`config.mk`:
```
export PLATFORM = sky130hd
export DESIGN_NAME = bpm_tracker_ctrl_flat
export DESIGN_NICKNAME = d
export VERILOG_FILES = /design/src/rtl/bpm_pkg.sv /design/src/rtl/bpm_tracker_ctrl_if.sv /design/src/rtl/bpm_div_seq.sv /design/src/rtl/bpm_tracker_ctrl.sv /design/src/flat_wrapper.sv
export SDC_FILE = /design/constraint.sdc
export NUM_CORES = 1
export LEC_CHECK = 0
export CAP_MARGIN = 40
export CORE_MARGIN = 1
export CORE_UTILIZATION = 35
export DETAILED_ROUTE_END_ITERATION = 8
export GPL_ROUTABILITY_DRIVEN = 0
export SYNTH_ARGS = -nofsm -noshare
export SYNTH_HDL_FRONTEND = slang
export SYNTH_SLANG_ARGS = --single-unit
```
`constraint.sdc`:
```
create_clock -name clk -period 4.3 [get_ports clk]
set_clock_uncertainty 0.2 [all_clocks]
set_input_delay 0.43 -clock clk [delete_from_list [all_inputs] [get_ports clk]]
set_output_delay 0.43 -clock clk [all_outputs]
set_load 0.1 [all_outputs]
```
`src/rtl/bpm_pkg.sv`:
```
// Shared types and constants for the BPM tracker controller and its divider.
package bpm_pkg;

    typedef enum logic [1:0] {
        ST_IDLE   = 2'd0,
        ST_ARMED  = 2'd1,
        ST_DIVIDE = 2'd2,
        ST_UPDATE = 2'd3
    } bpm_state_t;

    localparam int MS_PER_MIN = 60000;
    localparam int DIV_W      = 16;

    // Shortest interval (ms) still accepted for the fastest allowed tempo.
    function automatic int min_interval_ms(input int max_bpm);
        return MS_PER_MIN / max_bpm;
    endfunction

    // Longest interval (ms) still accepted for the slowest allowed tempo.
    function automatic int max_interval_ms(input int min_bpm);
        return MS_PER_MIN / min_bpm;
    endfunction

endpackage

```
`src/rtl/bpm_tracker_ctrl_if.sv`:
```
// Beat-in / BPM-out bundle between the beat detector, the tracker and its consumers.
interface bpm_tracker_ctrl_if #(
    parameter int BPM_WIDTH = 16
);
    logic                 enable;
    logic                 beat_pulse;
    logic [BPM_WIDTH-1:0] bpm_val;
    logic                 bpm_valid;
    logic                 beat_rejected;
    logic                 locked;
    logic [15:0]          interval_ms;

    // Side that drives run control and beats, and consumes the BPM result.
    modport master (
        output enable, beat_pulse,
        input  bpm_val, bpm_valid, beat_rejected, locked, interval_ms
    );

    // The tracker itself.
    modport slave (
        input  enable, beat_pulse,
        output bpm_val, bpm_valid, beat_rejected, locked, interval_ms
    );
endinterface

```
`src/rtl/bpm_div_seq.sv`:
```
// 16-bit restoring divider: one quotient bit per clock, done pulses 16 clocks
// after start is sampled. A new start simply restarts the division.
module bpm_div_seq
    import bpm_pkg::*;
(
    input  logic             clk,
    input  logic             reset,
    input  logic             start,
    input  logic [DIV_W-1:0] dividend,
    input  logic [DIV_W-1:0] divisor,
    output logic             done,
    output logic [DIV_W-1:0] quotient
);

    logic [DIV_W:0]   rem_q;
    logic [DIV_W-1:0] quo_q;
    logic [4:0]       steps_q;
    logic [DIV_W:0]   shifted;
    logic [DIV_W:0]   trial;

    // Trial subtraction of the divisor from the shifted partial remainder.
    always_comb begin
        shifted = {rem_q[DIV_W-1:0], quo_q[DIV_W-1]};
        trial   = shifted - {1'b0, divisor};
    end

    // Load on start, then shift in one quotient bit per cycle until steps run out.
    always_ff @(posedge clk or posedge reset) begin
        if (reset) begin
            rem_q   <= '0;
            quo_q   <= '0;
            steps_q <= '0;
            done    <= 1'b0;
        end else begin
            done <= 1'b0;
            if (start) begin
                rem_q   <= '0;
                quo_q   <= dividend;
                steps_q <= 5'(DIV_W);
            end else if (steps_q != 5'd0) begin
                if (!trial[DIV_W]) begin
                    rem_q <= trial;
                    quo_q <= {quo_q[DIV_W-2:0], 1'b1};
                end else begin
                    rem_q <= shifted;
                    quo_q <= {quo_q[DIV_W-2:0], 1'b0};
                end
                steps_q <= steps_q - 5'd1;
                done    <= (steps_q == 5'd1);
            end
        end
    end

    assign quotient = quo_q;

endmodule

```
`src/rtl/bpm_tracker_ctrl.sv`:
```
// BPM tracker controller: times beat intervals in ms, rejects refractory and
// out-of-range beats, divides 60000 by the interval and publishes the BPM with
// lock and timeout status.
// Optional build macro BPM_AVG_EN: publish the mean of the last 4 quotients
// (one extra cycle of latency).
//
// state  | meaning
// IDLE   | not timing; first beat starts the reference
// ARMED  | timing the interval since the last reference beat
// DIVIDE | divider running on the latched interval
// UPDATE | result published this cycle, back to ARMED next
module bpm_tracker_ctrl
    import bpm_pkg::*;
#(
    parameter int CLOCK_FREQ = 50_000_000,
    parameter int BPM_WIDTH  = 16,
    parameter int MIN_BPM    = 40,
    parameter int MAX_BPM    = 240,
    parameter int REFRACT_MS = 200,
    parameter int TIMEOUT_MS = 3000
)(
    input  logic               clk,
    input  logic               reset,
    bpm_tracker_ctrl_if.slave  bus
);

    localparam int              CLKS_PER_MS = CLOCK_FREQ / 1000;
    localparam int              PW          = $clog2(CLKS_PER_MS);
    localparam logic [PW-1:0]   PRESC_LAST  = PW'(CLKS_PER_MS - 1);
    localparam logic [15:0]     IV_LO       = 16'(min_interval_ms(MAX_BPM));
    localparam logic [15:0]     IV_HI       = 16'(max_interval_ms(MIN_BPM));
    localparam logic [15:0]     IV_REF      = 16'(REFRACT_MS);
    localparam logic [15:0]     IV_TO       = 16'(TIMEOUT_MS);

    bpm_state_t           state_q, state_d;
    logic [PW-1:0]        presc_q;
    logic [15:0]          ival_q;
    logic [15:0]          ival_out_q;
    logic [DIV_W-1:0]     divisor_q;
    logic                 div_start_q;
    logic                 div_done;
    logic [DIV_W-1:0]     div_quo;
    logic [1:0]           lock_cnt_q;
    logic [BPM_WIDTH-1:0] bpm_val_q;
    logic                 bpm_valid_q;
    logic                 rej_q;
    logic                 ms_tick;
    logic                 res_ready;
    logic [BPM_WIDTH-1:0] res_val;

    logic restart, accept, reject, publish, timeout, lock_clr, cnt_clr;

    assign ms_tick = (state_q != ST_IDLE) && (presc_q == PRESC_LAST);

    // State register.
    always_ff @(posedge clk or posedge reset) begin
        if (reset) state_q <= ST_IDLE;
        else       state_q <= state_d;
    end

    // Next state and per-cycle decisions; timeout outranks a same-cycle beat.
    always_comb begin
        state_d  = state_q;
        restart  = 1'b0;
        accept   = 1'b0;
        reject   = 1'b0;
        publish  = 1'b0;
        timeout  = 1'b0;
        lock_clr = 1'b0;
        cnt_clr  = 1'b0;
        if (!bus.enable) begin
            state_d  = ST_IDLE;
            lock_clr = 1'b1;
            cnt_clr  = 1'b1;
        end else begin
            case (state_q)
                ST_IDLE: begin
                    if (bus.beat_pulse) begin
                        restart = 1'b1;
                        state_d = ST_ARMED;
                    end
                end
                ST_ARMED: begin
                    if (ival_q >= IV_TO) begin
                        timeout  = 1'b1;
                        lock_clr = 1'b1;
                        cnt_clr  = 1'b1;
                        state_d  = ST_IDLE;
                    end else if (bus.beat_pulse) begin
                        if (ival_q < IV_REF) begin
                            reject = 1'b1;
                        end else if ((ival_q < IV_LO) || (ival_q > IV_HI)) begin
                            reject   = 1'b1;
                            lock_clr = 1'b1;
                            restart  = 1'b1;
                        end else begin
                            accept  = 1'b1;
                            restart = 1'b1;
                            state_d = ST_DIVIDE;
                        end
                    end
                end
                ST_DIVIDE: begin
                    reject = bus.beat_pulse;
                    if (res_ready) begin
                        publish = 1'b1;
                        state_d = ST_UPDATE;
                    end
                end
                ST_UPDATE: begin
                    reject  = bus.beat_pulse;
                    state_d = ST_ARMED;
                end
                default: state_d = ST_IDLE;
            endcase
        end
    end

    // Millisecond prescaler and saturating interval counter.
    always_ff @(posedge clk or posedge reset) begin
        if (reset) begin
            presc_q <= '0;
            ival_q  <= '0;
        end else if (cnt_clr || restart) begin
            presc_q <= '0;
            ival_q  <= '0;
        end else if (state_q != ST_IDLE) begin
            if (ms_tick) begin
                presc_q <= '0;
                if (ival_q < IV_TO) ival_q <= ival_q + 16'd1;
            end else begin
                presc_q <= presc_q + PW'(1);
            end
        end
    end

    // Output registers, divider launch and lock counting.
    always_ff @(posedge clk or posedge reset) begin
        if (reset) begin
            bpm_val_q   <= '0;
            bpm_valid_q <= 1'b0;
            rej_q       <= 1'b0;
            div_start_q <= 1'b0;
            divisor_q   <= '0;
            ival_out_q  <= '0;
            lock_cnt_q  <= '0;
        end else begin
            bpm_valid_q <= publish || timeout;
            rej_q       <= reject;
            div_start_q <= accept;
            if (accept) begin
                divisor_q  <= ival_q;
                ival_out_q <= ival_q;
            end
            if (publish)      bpm_val_q <= res_val;
            else if (timeout) bpm_val_q <= '0;
            if (lock_clr)
                lock_cnt_q <= '0;
            else if (publish && (lock_cnt_q != 2'd2))
                lock_cnt_q <= lock_cnt_q + 2'd1;
        end
    end

    bpm_div_seq u_div (
        .clk      (clk),
        .reset    (reset),
        .start    (div_start_q),
        .dividend (16'(MS_PER_MIN)),
        .divisor  (divisor_q),
        .done     (div_done),
        .quotient (div_quo)
    );

`ifdef BPM_AVG_EN
    logic [DIV_W-1:0] hist_q [4];
    logic             hist_first_q;
    logic             done_d_q;
    logic             hist_load;
    logic [DIV_W+1:0] hist_sum;

    assign hist_load = div_done && (state_q == ST_DIVIDE) && bus.enable;

    // Sum of the four most recent quotients.
    always_comb begin
        hist_sum = {2'b00, hist_q[0]} + {2'b00, hist_q[1]}
                 + {2'b00, hist_q[2]} + {2'b00, hist_q[3]};
    end

    // Quotient history; the first result after IDLE fills all entries.
    always_ff @(posedge clk or posedge reset) begin
        if (reset) begin
            for (int i = 0; i < 4; i++) hist_q[i] <= '0;
            hist_first_q <= 1'b1;
            done_d_q     <= 1'b0;
        end else begin
            done_d_q <= hist_load;
            if (state_q == ST_IDLE) begin
                hist_first_q <= 1'b1;
            end else if (hist_load) begin
                hist_first_q <= 1'b0;
                if (hist_first_q) begin
                    for (int i = 0; i < 4; i++) hist_q[i] <= div_quo;
                end else begin
                    hist_q[0] <= div_quo;
                    hist_q[1] <= hist_q[0];
                    hist_q[2] <= hist_q[1];
                    hist_q[3] <= hist_q[2];
                end
            end
        end
    end

    assign res_ready = done_d_q;
    assign res_val   = BPM_WIDTH'(hist_sum >> 2);
`else
    assign res_ready = div_done;
    assign res_val   = BPM_WIDTH'(div_quo);
`endif

    assign bus.bpm_val       = bpm_val_q;
    assign bus.bpm_valid     = bpm_valid_q;
    assign bus.beat_rejected = rej_q;
    assign bus.locked        = (lock_cnt_q == 2'd2);
    assign bus.interval_ms   = ival_out_q;

endmodule
```
`src/flat_wrapper.sv`:
```
// flat-port wrapper written by rule: the top's interface ports become plain ports
module bpm_tracker_ctrl_flat import bpm_pkg::*;
#(
    parameter int CLOCK_FREQ = 50_000_000,
    parameter int BPM_WIDTH  = 16,
    parameter int MIN_BPM    = 40,
    parameter int MAX_BPM    = 240,
    parameter int REFRACT_MS = 200,
    parameter int TIMEOUT_MS = 3000
)
  (clk, reset, bus_enable, bus_beat_pulse, bus_bpm_val, bus_bpm_valid, bus_beat_rejected, bus_locked, bus_interval_ms);
  bpm_tracker_ctrl_if #(.BPM_WIDTH(BPM_WIDTH)) bus_i ();
  input  logic clk;
  input  logic reset;
  input wire logic [$bits(bus_i.enable)-1:0] bus_enable;
  input wire logic [$bits(bus_i.beat_pulse)-1:0] bus_beat_pulse;
  output wire logic [$bits(bus_i.bpm_val)-1:0] bus_bpm_val;
  output wire logic [$bits(bus_i.bpm_valid)-1:0] bus_bpm_valid;
  output wire logic [$bits(bus_i.beat_rejected)-1:0] bus_beat_rejected;
  output wire logic [$bits(bus_i.locked)-1:0] bus_locked;
  output wire logic [$bits(bus_i.interval_ms)-1:0] bus_interval_ms;
  assign bus_i.enable = bus_enable;
  assign bus_i.beat_pulse = bus_beat_pulse;
  assign bus_bpm_val = bus_i.bpm_val;
  assign bus_bpm_valid = bus_i.bpm_valid;
  assign bus_beat_rejected = bus_i.beat_rejected;
  assign bus_locked = bus_i.locked;
  assign bus_interval_ms = bus_i.interval_ms;
  bpm_tracker_ctrl #(.CLOCK_FREQ(CLOCK_FREQ), .BPM_WIDTH(BPM_WIDTH), .MIN_BPM(MIN_BPM), .MAX_BPM(MAX_BPM), .REFRACT_MS(REFRACT_MS), .TIMEOUT_MS(TIMEOUT_MS)) u_core (.clk(clk), .reset(reset), .bus(bus_i));
endmodule
```
==> impl_metrics.py, run 1 <==
metrics = {
    "power": {
        "power.density_cell_area_nw_per_um2": 274,
        "power.total_mw": 2.04,
        "vdd_drop_max_v": 0.000196,
        "p_leak_nw": 3.39,
    },
    "synth": {
        "synth-async-reset-ratio_pct": 100,
        "distinct_cells_synth": 74,
        "synthesis.yosys.warnings": 0,
        "post_synth_instance_area_um2": 5920,
        "netlist_instances": 610,
        "ys_seq_area_share_pct": 46.1,
        "postSynthRegisterBits": 109,
        "synth_nets": 643,
        "synth_flop_cell": "dfrtp_1",
        "synth-edff-count": 0,
        "synth_area_per_cell_um2": 9.70,
    },
    "die": {
        "die_area_um2": 17400,
        "chipHeight_um": 132,
        "std_cell_rows": 47,
        "design.core.area_um2": 16500,
        "floorplan.initialDensity_pct": 35.8,
        "num_io_pins": 39,
        "floorplan.die.width_um": 132,
    },
    "sta": {
        "highest_clock_rate_mhz": 302,
        "slew_headroom_pct": 45.9,
        "worst-slew-pin-transition_ns": 0.811,
        "slew_viol_final": 0,
        "final.period_utilization_pct": 76.9,
        "post-route-worst-setup-slack_ns": 0.992,
        "grt_setup_unrepaired": "no",
        "period_needed_ns": 3.31,
        "final_hold_viol_count": 0,
        "final_setup_violation_count": 0,
        "finalSetupTns_ns": 0,
    },
    "critical_path": {
        "worst_setup_path_end_kind": "register",
        "r2r_setup_slack_ns": 0.99,
        "critical-path-max-stage-delay_ns": 0.42,
        "worst_ep_arrival_ns": 3.34,
        "slowest_library_cell_on_the_worst_path": "fa_1",
        "cp_max_fo": 14,
        "worst_r2r_path_depth": 11,
        "worstReg2RegEnd": "u_core.u_div.rem_q[7]",
        "critical_path.cell_chain": "inv_1 -> ha_1 -> fa_1 -> nor2b_1 -> o31a_1 -> o221ai_2 -> a21oi_4 -> xor2_2 -> buf_4 -> nor4b_1 -> a311o_1",
        "setup.worst_path.start_class": "register",
        "worstReg2RegStart": "u_core.u_div.quotient[15]",
        "worst-endpoint-required_ns": 4.34,
        "timing_worst_setup_path_type": "reg -> reg",
    },
    "cts": {
        "cts.sink_count": 109,
        "path_clk_slew_ns": 0.08,
        "postCtsResizedCells": 0,
        "clk_root_buffer_cell": "clkbuf_16",
        "htree_levels": 3,
        "cts_setup_buffers": 0,
        "clock_path_buffers": 2,
        "ctsHoldBuffers": 0,
        "tritoncts": "built",
        "inserted_clock_buffers": 9,
        "clock_latency_ns": 0.35,
    },
    "layout": {
        "multiInputGateArea_um2": 2950,
        "utilization_pct": 45.0,
        "drive_gt1_share_pct": 12.0,
        "fillers": 1540,
        "area_delta_synth_final_pct": 25.8,
        "nNetsFinal": 710,
        "num_antenna_cells": 0,
        "seqCellArea_um2": 2730,
        "final_cell_count_no_fill": 902,
    },
    "hold_path": {
        "worstHoldPathType": "reg -> reg",
        "hold_start": "u_core.bus.bpm_val[9]",
        "terminating_pin_of_the_worst_hold_path": "u_core.bus.bpm_val[9]",
        "worst_hold_path_depth": 1,
    },
    "run_status": {
        "outcome": "completed",
    },
    "placed_design": {
        "port_buffers": 38,
        "pre_cts_ws_ns": 1.02,
        "dp.final_hpwl_um": 9620,
        "numPlacedInstances": 886,
    },
    "routing": {
        "via_count": 4766,
        "detail_route.first_pass.iterations": 6,
        "drc": 0,
        "antenna_violating_nets_post_route": 0,
        "initialDrtViolationCount": 367,
        "postRouteWirelength_um": 13600,
        "post_drt_wl_per_cell_um": 15.1,
        "via_per_inst": 5.28,
    },
    "job": {
        "cap_violations": 0,
    },
    "grt": {
        "first_global_vias": 4766,
        "globalRouteOverflowTotal": 0,
        "globalRouteTotalUtil_pct": 16.6,
        "grt_max_degree": 67,
        "initial_antenna_violation_count": 0,
        "first_pass_grt_wire_length_um": 23500,
    },
}
-- Yosys cell counts (3+ instances only) --
library cell  number  area, um^2
dfrtp_1          109        2730
nand2_1           71         267
nor2_1            61         229
inv_1             34         128
a21oi_1           32         160
ha_1              28         350
o21ai_0           25         125
and3_1            20         125
nand3_1           19        95.1
a22o_1            18         158
clkbuf_1          14        52.6
xnor2_1           14         123
xor2_1            13         114
a211oi_1          10        75.1
mux2i_1           10         100
nand4_1            9        56.3
nor3_1             9        45.0
o21a_1             9        67.6
buf_2              5        25.0
nor2b_1            5        31.3
nor4_1             5        31.3
or3_1              5        31.3
a31oi_1            4        25.0
o211ai_1           4        30.0
o31ai_1            4        30.0
a21o_1             3        22.5
buf_4              3        22.5
mux2_2             3        33.8
nand3b_1           3        22.5
nor4b_1            3        26.3
o31a_1             3        26.3
-- cells in the final DEF, fill, tap and decap left out, types with 5 or more instances in the layout --
| cell type | count |
|---|---|
| nand2_1 | 71 |
| a211oi_1 | 10 |
| dfrtp_1 | 109 |
| nand3_1 | 19 |
| buf_4 | 8 |
| o21a_1 | 9 |
| clkbuf_16 | 9 |
| a21oi_1 | 32 |
| buf_16 | 7 |
| or3_1 | 5 |
| nor2_1 | 61 |
| ha_1 | 28 |
| xnor2_1 | 14 |
| nand4_1 | 9 |
| nor3_1 | 9 |
| a22o_1 | 18 |
| mux2i_1 | 10 |
| o21ai_0 | 25 |
| and3_1 | 20 |
| nor2b_1 | 5 |
| buf_8 | 28 |
| nor4_1 | 5 |
| inv_1 | 33 |
| xor2_1 | 13 |
| clkdlybuf4s50_1 | 38 |
-- metrics by stage --
stage | hold WS (ns) | area, um^2
global placement | 0.289 | 6520
detailed placement | 0.285 | 7140
global route | 0.327 | 7440
CTS | 0.309 | 7440
finish | 0.308 | 7440
floorplan | 0.273 | 5920
-- cells by family (layout without fill, tap and decap cells) --
group	count (synthesis)	count (layout)	share of synthesized area (%)
AO/OA/AOI/OAI	144	144	17.4
buffers and inverters	59	131	4.19
adder cells (fa/ha/maj)	29	29	6.26
AND/OR/NAND/NOR	228	228	19.5
XOR/XNOR	28	28	4.27
multiplexers	13	13	2.26
flip-flops	109	109	46.1
-- state kept, by name, indices dropped and copies added (netlist names), 2 cells and up --
register and flops:
u_core.bus.bpm_val 16, u_core.bus.interval_ms 16, u_core.ival_q 16, u_core.lock_cnt_q 2, u_core.presc_q 16, u_core.state_q 2
u_core.u_div.quotient 16, u_core.u_div.rem_q 16, u_core.u_div.steps_q 5
-- report_power, final --
part | total (mW) | internal (mW) | switching [mW]
Clock | 0.857 | 0.461 | 0.396
Combinational | 0.142 | 0.0420 | 0.0997
Sequential | 1.04 | 1.03 | 0.00942
-- worst max-delay path: cells and delay by family (launching register included) --
kind	cells	cell delay (ns)
xor gates and xnor gates	1	0.37
and+or+nand+nor	2	0.25
AOI/OAI and AO/OA	4	1.00
buffers and inverters	2	0.38
adders and majority gates	2	0.63
DFF	1	0.35
-- per-layer routing --
layer / part of all wire [%] / up-vias / track usage, %
li1: - / 2308 / -
met1: 46 / 2336 / 21.2
met2: 48 / 101 / 27.9
met3: 3.9 / 21 / 3.81
met4: 1.7 / 0 / 5.30
met5: 0 / - / 0
-- worst max-delay path by stage --
| stage | slack, ns | from | cells after the start | to |
|---|---|---|---|---|
| 2_1_floorplan | 0.80 | reset | 1 | u_core.bus.beat_rejected |
| 3_3_place_gp | 1.11 | u_core.u_div.quotient[15] | 11 | u_core.u_div.rem_q[7] |
| 3_5_place_dp | 1.02 | u_core.bus.interval_ms[0] | 10 | u_core.u_div.rem_q[7] |
| 4_1_cts | 1.0 | u_core.u_div.quotient[15] | 11 | u_core.u_div.rem_q[7] |
| 5_1_grt | 0.75 | u_core.u_div.quotient[15] | 11 | u_core.u_div.rem_q[7] |
| 6_report | 0.99 | u_core.u_div.quotient[15] | 11 | u_core.u_div.rem_q[7] |
-- area by class of cell --
| cell class | count | share of cell area, % |
|---|---|---|
| clock buffers | 9 | 3.03 |
| clock inverters | 7 | 1.08 |
| inverters | 34 | 1.75 |
| multi-input cells | 442 | 39.6 |
| flip-flops and latches | 109 | 36.7 |
| well taps | 220 | 3.70 |
| repair buffers | 81 | 14.2 |
(Power assumes the default switching activity.)
==> run 2: changes to the inputs <==
==> constraint.sdc (replaced) <==
create_clock -name clk -period 3.3 [get_ports clk]
set_clock_uncertainty 0.2 [all_clocks]
set_input_delay 0.33 -clock clk [delete_from_list [all_inputs] [get_ports clk]]
set_output_delay 0.33 -clock clk [all_outputs]
set_load 0.1 [all_outputs]
==> run 2 against run 1 <==
  * Sequential power is 31% higher
  * Cell area is 5.8% lower
  * First-iteration DRC count is 29% lower
  * Total power is 29% higher
  * Non-clock buffer count is 20 lower
  * Wire length is 1.7% lower
  * Via count is 0.99% lower
  * Combinational power is 27% higher
  * Cell count is 2.2% lower
  * Critical endpoint is now u_core.u_div.rem_q[9]
==> impl_metrics.py, run 2 (synthesis results as in run 1) <==
metrics = {
    "routing": {
        "postRouteWirelength_um": 13400,
        "post_drt_wl_per_cell_um": 15.2,
        "via_per_inst": 5.35,
        "via_count": 4719,
        "drc": 0,
        "detail_route.first_pass.iterations": 4,
        "initialDrtViolationCount": 260,
        "antenna_violating_nets_post_route": 0,
    },
    "cts": {
        "clock_path_buffers": 2,
        "clock_latency_ns": 0.36,
        "htree_levels": 3,
        "ctsHoldBuffers": 0,
        "clk_root_buffer_cell": "clkbuf_16",
        "path_clk_slew_ns": 0.08,
        "cts.sink_count": 109,
        "inserted_clock_buffers": 9,
        "tritoncts": "built",
        "postCtsResizedCells": 0,
        "cts_setup_buffers": 0,
    },
    "sta": {
        "final_setup_violation_count": 0,
        "final_hold_viol_count": 0,
        "post-route-worst-setup-slack_ns": 0.325,
        "final.period_utilization_pct": 90.2,
        "fin_hold_ws_ns": 0.279,
        "finalSetupTns_ns": 0,
        "period_needed_ns": 2.98,
        "highest_clock_rate_mhz": 336,
        "slew_viol_final": 0,
        "grt_setup_unrepaired": "no",
        "worst-slew-pin-transition_ns": 0.681,
        "slew_headroom_pct": 54.0,
    },
    "critical_path": {
        "timing_worst_setup_path_type": "reg -> reg",
        "r2r_setup_slack_ns": 0.32,
        "worst_ep_arrival_ns": 3.02,
        "worst_setup_path_end_kind": "register",
        "worst-endpoint-required_ns": 3.35,
        "setup.worst_path.start_class": "register",
        "cp_max_fo": 4,
    },
    "grt": {
        "grt_max_degree": 110,
        "initial_antenna_violation_count": 0,
        "globalRouteTotalUtil_pct": 16.3,
        "first_pass_grt_wire_length_um": 22900,
        "globalRouteOverflowTotal": 0,
        "first_global_vias": 4646,
    },
    "power": {
        "p_leak_nw": 3.21,
        "share_of_total_power_consumed_by_net_switching_pct": 26.4,
        "vdd_drop_max_v": 0.000242,
        "power.density_cell_area_nw_per_um2": 376,
        "clock_power_share_pct": 41.6,
        "net-switching-power_mw": 0.696,
        "power.share.combinational_pct": 6.9,
        "power.total_mw": 2.64,
        "pwr-share-seq_pct": 51.5,
        "p_int_mw": 1.94,
    },
    "layout": {
        "drive_gt1_share_pct": 12.5,
        "area_delta_synth_final_pct": 18.5,
        "nNetsFinal": 690,
        "layout.cells.most_common_list": "dfrtp_1 (109), nand2_1 (71), nor2_1 (61)",
        "num_antenna_cells": 0,
        "fillers": 1601,
        "utilization_pct": 42.4,
        "layout_commonest_cell": "dfrtp_1",
        "postLayoutCellArea_um2": 7010,
        "final_cell_count_no_fill": 882,
    },
    "die": {
        "num_io_pins": 39,
        "floorplan.initialDensity_pct": 35.8,
        "die_area_um2": 17400,
        "floorplan.die.width_um": 132,
        "chipHeight_um": 132,
        "design.core.area_um2": 16500,
        "std_cell_rows": 47,
    },
    "run_status": {
        "outcome": "completed",
    },
    "placed_design": {
        "dp.final_hpwl_um": 9260,
        "post_dp_cell_area_um2": 6720,
        "port_buffers": 38,
        "numPlacedInstances": 866,
        "pre_cts_ws_ns": 0.323,
    },
    "job": {
        "cap_violations": 0,
    },
    "hold_path": {
        "worstHoldPathType": "in -> async",
    },
}
## run 2: changes by cell type in the layout (fill, tap and decap cells not counted), moves of 2 or more
cell / before / now
buf_4: 8 / 28
buf_16: 7 / 0
buf_12: 0 / 2
inv_6: 3 / 1
clkdlybuf4s50_1: 38 / 17
inv_8: 1 / 4
clkinv_4: 0 / 2
buf_8: 28 / 14
## run 2: worst paths after layout
kind | from | end | cells after the start
worst max-delay path | u_core.bus.interval_ms[1] | u_core.u_div.rem_q[9] | 8
worst min-delay path | reset | u_core.bus.interval_ms[9] | 3
worst max register to register | u_core.bus.interval_ms[1] | u_core.u_div.rem_q[9] | 8
worst min register to register | u_core.bus.bpm_val[7] | u_core.bus.bpm_val[7] | 1
max in group asynchronous | reset | u_core.bus.bpm_valid | 3
min in group clk | u_core.bus.bpm_val[7] | u_core.bus.bpm_val[7] | 1
## run 2: final cells by class
class	instances	area [um^2]	share of cell area (%)
Timing Repair Buffer	61	631	8.99
Clock inverter	7	71.3	1.02
Sequential cell	109	2730	38.9
Multi-Input combinational cell	442	2950	42.1
Tap cell	220	275	3.93
Clock buffer	9	225	3.21
Inverter	34	131	1.87
## run 2: routing by layer
layer / GRT usage, % / up-vias / wire length (um)
li1: - / 2275 / -
met1: 21.7 / 2329 / 6370
met2: 25.9 / 99 / 6230
met3: 4.04 / 16 / 581
met4: 5.04 / 0 / 221
met5: 0 / - / 0
## run 2: critical path, cell delays in order, from the launching register on
cell and delay [ns]:
dfrtp_1 0.40, inv_1 0.07, ha_1 0.28, nor2b_1 0.14
o31a_1 0.30, o41ai_1 0.58, o311ai_0 0.34, and3_1 0.27
nor4_1 0.27
## run 2: power groups by stage
| stage | Combinational, mW | Clock, mW | Sequential [mW] |
|---|---|---|---|
| 3_5_place_dp | 0.184 | 0 | 1.38 |
| 6_report | 0.181 | 1.10 | 1.36 |
| 2_1_floorplan | 0.132 | 0 | 1.39 |
| 3_3_place_gp | 0.174 | 0 | 1.38 |
| 5_1_grt | 0.206 | 1.19 | 1.36 |
| 4_1_cts | 0.184 | 1.13 | 1.36 |
==> run 3: changes to the inputs <==
--- a/config.mk
+++ b/config.mk
@@ -12,4 +12,5 @@
 export GPL_ROUTABILITY_DRIVEN = 0
 export SYNTH_ARGS = -nofsm -noshare
 export SYNTH_HDL_FRONTEND = slang
+export SYNTH_HIERARCHICAL = 1
 export SYNTH_SLANG_ARGS = --single-unit
==> constraint.sdc (replaced) <==
create_clock -name clk -period 3.7 [get_ports clk]
set_clock_uncertainty 0.2 [all_clocks]
set_input_delay 0.37 -clock clk [delete_from_list [all_inputs] [get_ports clk]]
set_output_delay 0.37 -clock clk [all_outputs]
set_load 0.1 [all_outputs]
==> run 3 against run 2 <==
  * Wire length decreased by 0.35%
  * Critical path depth grew 4
  * Setup slack improved by 0.24 ns
  * Clock-buffer cell count grew 3
  * Largest cell class unchanged
  * Hold slack worse by 0.094 ns
  * Cell area increased by 10%
  * Via count down 0.40%
  * Non-clock buffer count grew 24
  * Sequential cell count unchanged
  * Sequential power is 28% higher
  * Clock power decreased by 9.6%
==> impl_metrics.py, run 3 <==
metrics = {
    "run_status": {
        "outcome": "completed",
    },
    "synth": {
        "synth_top_area_share_pct": 44.2,
        "synth.most_common_cell": "dfrtp_1",
        "dominant_cell_type_by_area_after_synthesis": "dfrtp_1",
        "synthesis.yosys.warnings": 6,
        "postSynthRegisterBits": 109,
        "synth-edff-count": 0,
        "yosys-top-cells-count": "dfrtp_1 (109), nor2_1 (55), nand2_1 (44), inv_1 (35), mux2i_1 (33)",
        "synth_area_per_cell_um2": 9.98,
        "post_synth_instance_area_um2": 6170,
        "distinct_cells_synth": 67,
        "synth_flop_cell": "dfrtp_1",
        "dominant_cells_by_area_after_synthesis": "dfrtp_1 (44%), ha_1 (5.7%), mux2i_1 (5.4%)",
        "ys_seq_area_share_pct": 44.2,
        "synth-async-reset-ratio_pct": 100,
        "netlist_instances": 618,
    },
    "cts": {
        "postCtsResizedCells": 0,
        "inserted_clock_buffers": 9,
        "tritoncts": "built",
        "clock_latency_ns": 0.35,
        "clock_path_buffers": 2,
        "clk_root_buffer_cell": "clkbuf_16",
        "path_clk_slew_ns": 0.07,
        "cts.sink_count": 109,
        "cts_setup_buffers": 0,
        "ctsHoldBuffers": 0,
        "htree_levels": 3,
    },
    "grt": {
        "globalRouteTotalUtil_pct": 15.9,
        "grt_max_degree": 56,
        "initial_antenna_violation_count": 0,
        "first_global_vias": 4619,
        "first_pass_grt_wire_length_um": 22900,
        "globalRouteOverflowTotal": 0,
    },
    "critical_path": {
        "worst-endpoint-required_ns": 3.70,
        "critical_path.cell_chain": "inv_1 -> ha_1 -> inv_1 -> fa_1 -> a211oi_1 -> o211ai_1 -> or4b_4 -> nand2_4 -> xor2_2 -> buf_4 -> mux2i_1 -> a211oi_1",
        "worst_setup_path_end_kind": "register",
        "worstReg2RegStart": "u_core/u_div/quotient[15]",
        "worstReg2RegEnd": "u_core/u_div/rem_q[8]",
        "worst_r2r_path_depth": 12,
        "worst_ep_arrival_ns": 3.14,
        "critical-path-max-stage-delay_ns": 0.42,
        "slowest_library_cell_on_the_worst_path": "dfrtp_1",
        "timing_worst_setup_path_type": "reg -> reg",
        "r2r_setup_slack_ns": 0.56,
        "cp_max_fo": 8,
        "kind_of_cell_adding_the_most_delay_to_the_critical_path": "adder cells",
        "critical_path.n_buffers_inverters": 3,
        "setup.worst_path.start_class": "register",
    },
    "sta": {
        "post-route-worst-setup-slack_ns": 0.561,
        "final_setup_violation_count": 0,
        "slew_viol_final": 0,
        "slew_headroom_pct": 47.3,
        "period_needed_ns": 3.14,
        "final.period_utilization_pct": 84.8,
        "grt_setup_unrepaired": "no",
        "final_hold_viol_count": 0,
        "highest_clock_rate_mhz": 319,
        "worst-slew-pin-transition_ns": 0.784,
        "finalSetupTns_ns": 0,
    },
    "hold_path": {
        "worstHoldPathType": "in -> async",
    },
    "power": {
        "power.share.combinational_pct": 50.5,
        "p_int_mw": 3.28,
        "power.density_cell_area_nw_per_um2": 714,
        "power.total_mw": 5.53,
        "p_leak_nw": 3.34,
        "clock_power_share_pct": 18.0,
        "pwr-share-seq_pct": 31.5,
        "vdd_drop_max_v": 0.000398,
        "share_of_total_power_consumed_by_net_switching_pct": 40.7,
        "net-switching-power_mw": 2.25,
    },
    "layout": {
        "area_delta_synth_final_pct": 25.6,
        "utilization_pct": 44.9,
        "num_antenna_cells": 0,
        "nNetsFinal": 730,
        "layout_commonest_cell": "dfrtp_1",
        "drive_gt1_share_pct": 13.0,
        "final_cell_count_no_fill": 927,
        "layout.cells.most_common_list": "dfrtp_1 (109), nor2_1 (55), nand2_1 (44)",
    },
    "routing": {
        "via_per_inst": 5.07,
        "detail_route.first_pass.iterations": 4,
        "via_count": 4700,
        "drc": 0,
        "post_drt_wl_per_cell_um": 14.4,
        "postRouteWirelength_um": 13400,
        "antenna_violating_nets_post_route": 0,
        "initialDrtViolationCount": 276,
    },
    "die": {
        "num_io_pins": 39,
        "die_area_um2": 18200,
        "design.core.area_um2": 17200,
        "chipHeight_um": 135,
        "floorplan.die.width_um": 135,
        "std_cell_rows": 48,
        "floorplan.initialDensity_pct": 35.8,
    },
    "placed_design": {
        "numPlacedInstances": 911,
        "port_buffers": 38,
        "pre_cts_ws_ns": 0.562,
        "dp.final_hpwl_um": 9690,
    },
    "job": {
        "cap_violations": 0,
    },
}
## run 3: changes by cell type after synthesis, sizes merged, moves of 6 or more
cell	change
o21ai	+6
and3	-6
nor2b	+7
nor2	-8
a21o	+8
mux2	+10
nand2	-26
a21oi	-10
mux2i	+23
o21a	-8
## run 3: kinds of logic after synthesis
| logic type | count (synthesis) | synth area share, % |
|---|---|---|
| and+or+nand+nor | 208 | 18.8 |
| AOI/OAI and AO/OA | 130 | 14.6 |
| DFF | 109 | 44.2 |
| buffers and inverters | 66 | 4.52 |
| muxes | 46 | 7.73 |
| adders and majority gates | 29 | 6.00 |
| xor gates and xnor gates | 28 | 4.10 |
| other | 2 | 0.122 |
## run 3: worst max path at each step
stage / start / end / slack [ns] / depth (start not counted)
after floorplan: u_core/divisor_q[0] / u_core/u_div/rem_q[12] / 0.35 / 11
after global placement: u_core/u_div/quotient[15] / u_core/u_div/rem_q[9] / 0.66 / 12
after detailed placement: u_core/u_div/quotient[15] / u_core/u_div/rem_q[8] / 0.56 / 12
after CTS: u_core/u_div/quotient[15] / u_core/u_div/rem_q[8] / 0.56 / 12
after global routing: u_core/u_div/quotient[15] / u_core/u_div/rem_q[10] / 0.30 / 12
final: u_core/u_div/quotient[15] / u_core/u_div/rem_q[8] / 0.56 / 12
## run 3: power groups by stage
stage                     logic, mW  clock network [mW]  registers, mW
after global placement         2.55                   0           1.77
final                          2.79               0.994           1.74
after CTS                      2.81                1.03           1.75
after detailed placement       2.80                   0           1.77
after global routing           3.06                1.08           1.79
after floorplan                1.80                   0           2.07
## run 3: worst min-delay path: cells and delay by family
family                 cells  cell delay, ns
buffers and inverters      3            0.75
## run 3: layout make-up
class,count,area [um^2]
tap,225,282
inverter,35,131
multi-input combinational,457,3220
sequential,109,2730
fill,1612,9490
clock inverter,4,56.3
timing repair buffer,85,1080
clock buffer,12,246
## run 3: metrics by stage
| stage | hold WS [ns] | cell area (um^2) |
|---|---|---|
| 2_1_floorplan | 0.279 | 6220 |
| 3_3_place_gp | 0.291 | 6830 |
| 3_5_place_dp | 0.288 | 7440 |
| 4_1_cts | 0.183 | 7750 |
| 5_1_grt | 0.215 | 7750 |
| 6_report | 0.185 | 7750 |
## run 3: metal layers
| layer | global-route usage [%] | wire (um) | vias up |
|---|---|---|---|
| met2 | 25.8 | 6330 | 85 |
| met5 | 0 | 0 | - |
| met3 | 3.04 | 450 | 14 |
| met1 | 21.4 | 6390 | 2262 |
| met4 | 4.93 | 185 | 0 |
| li1 | - | - | 2339 |
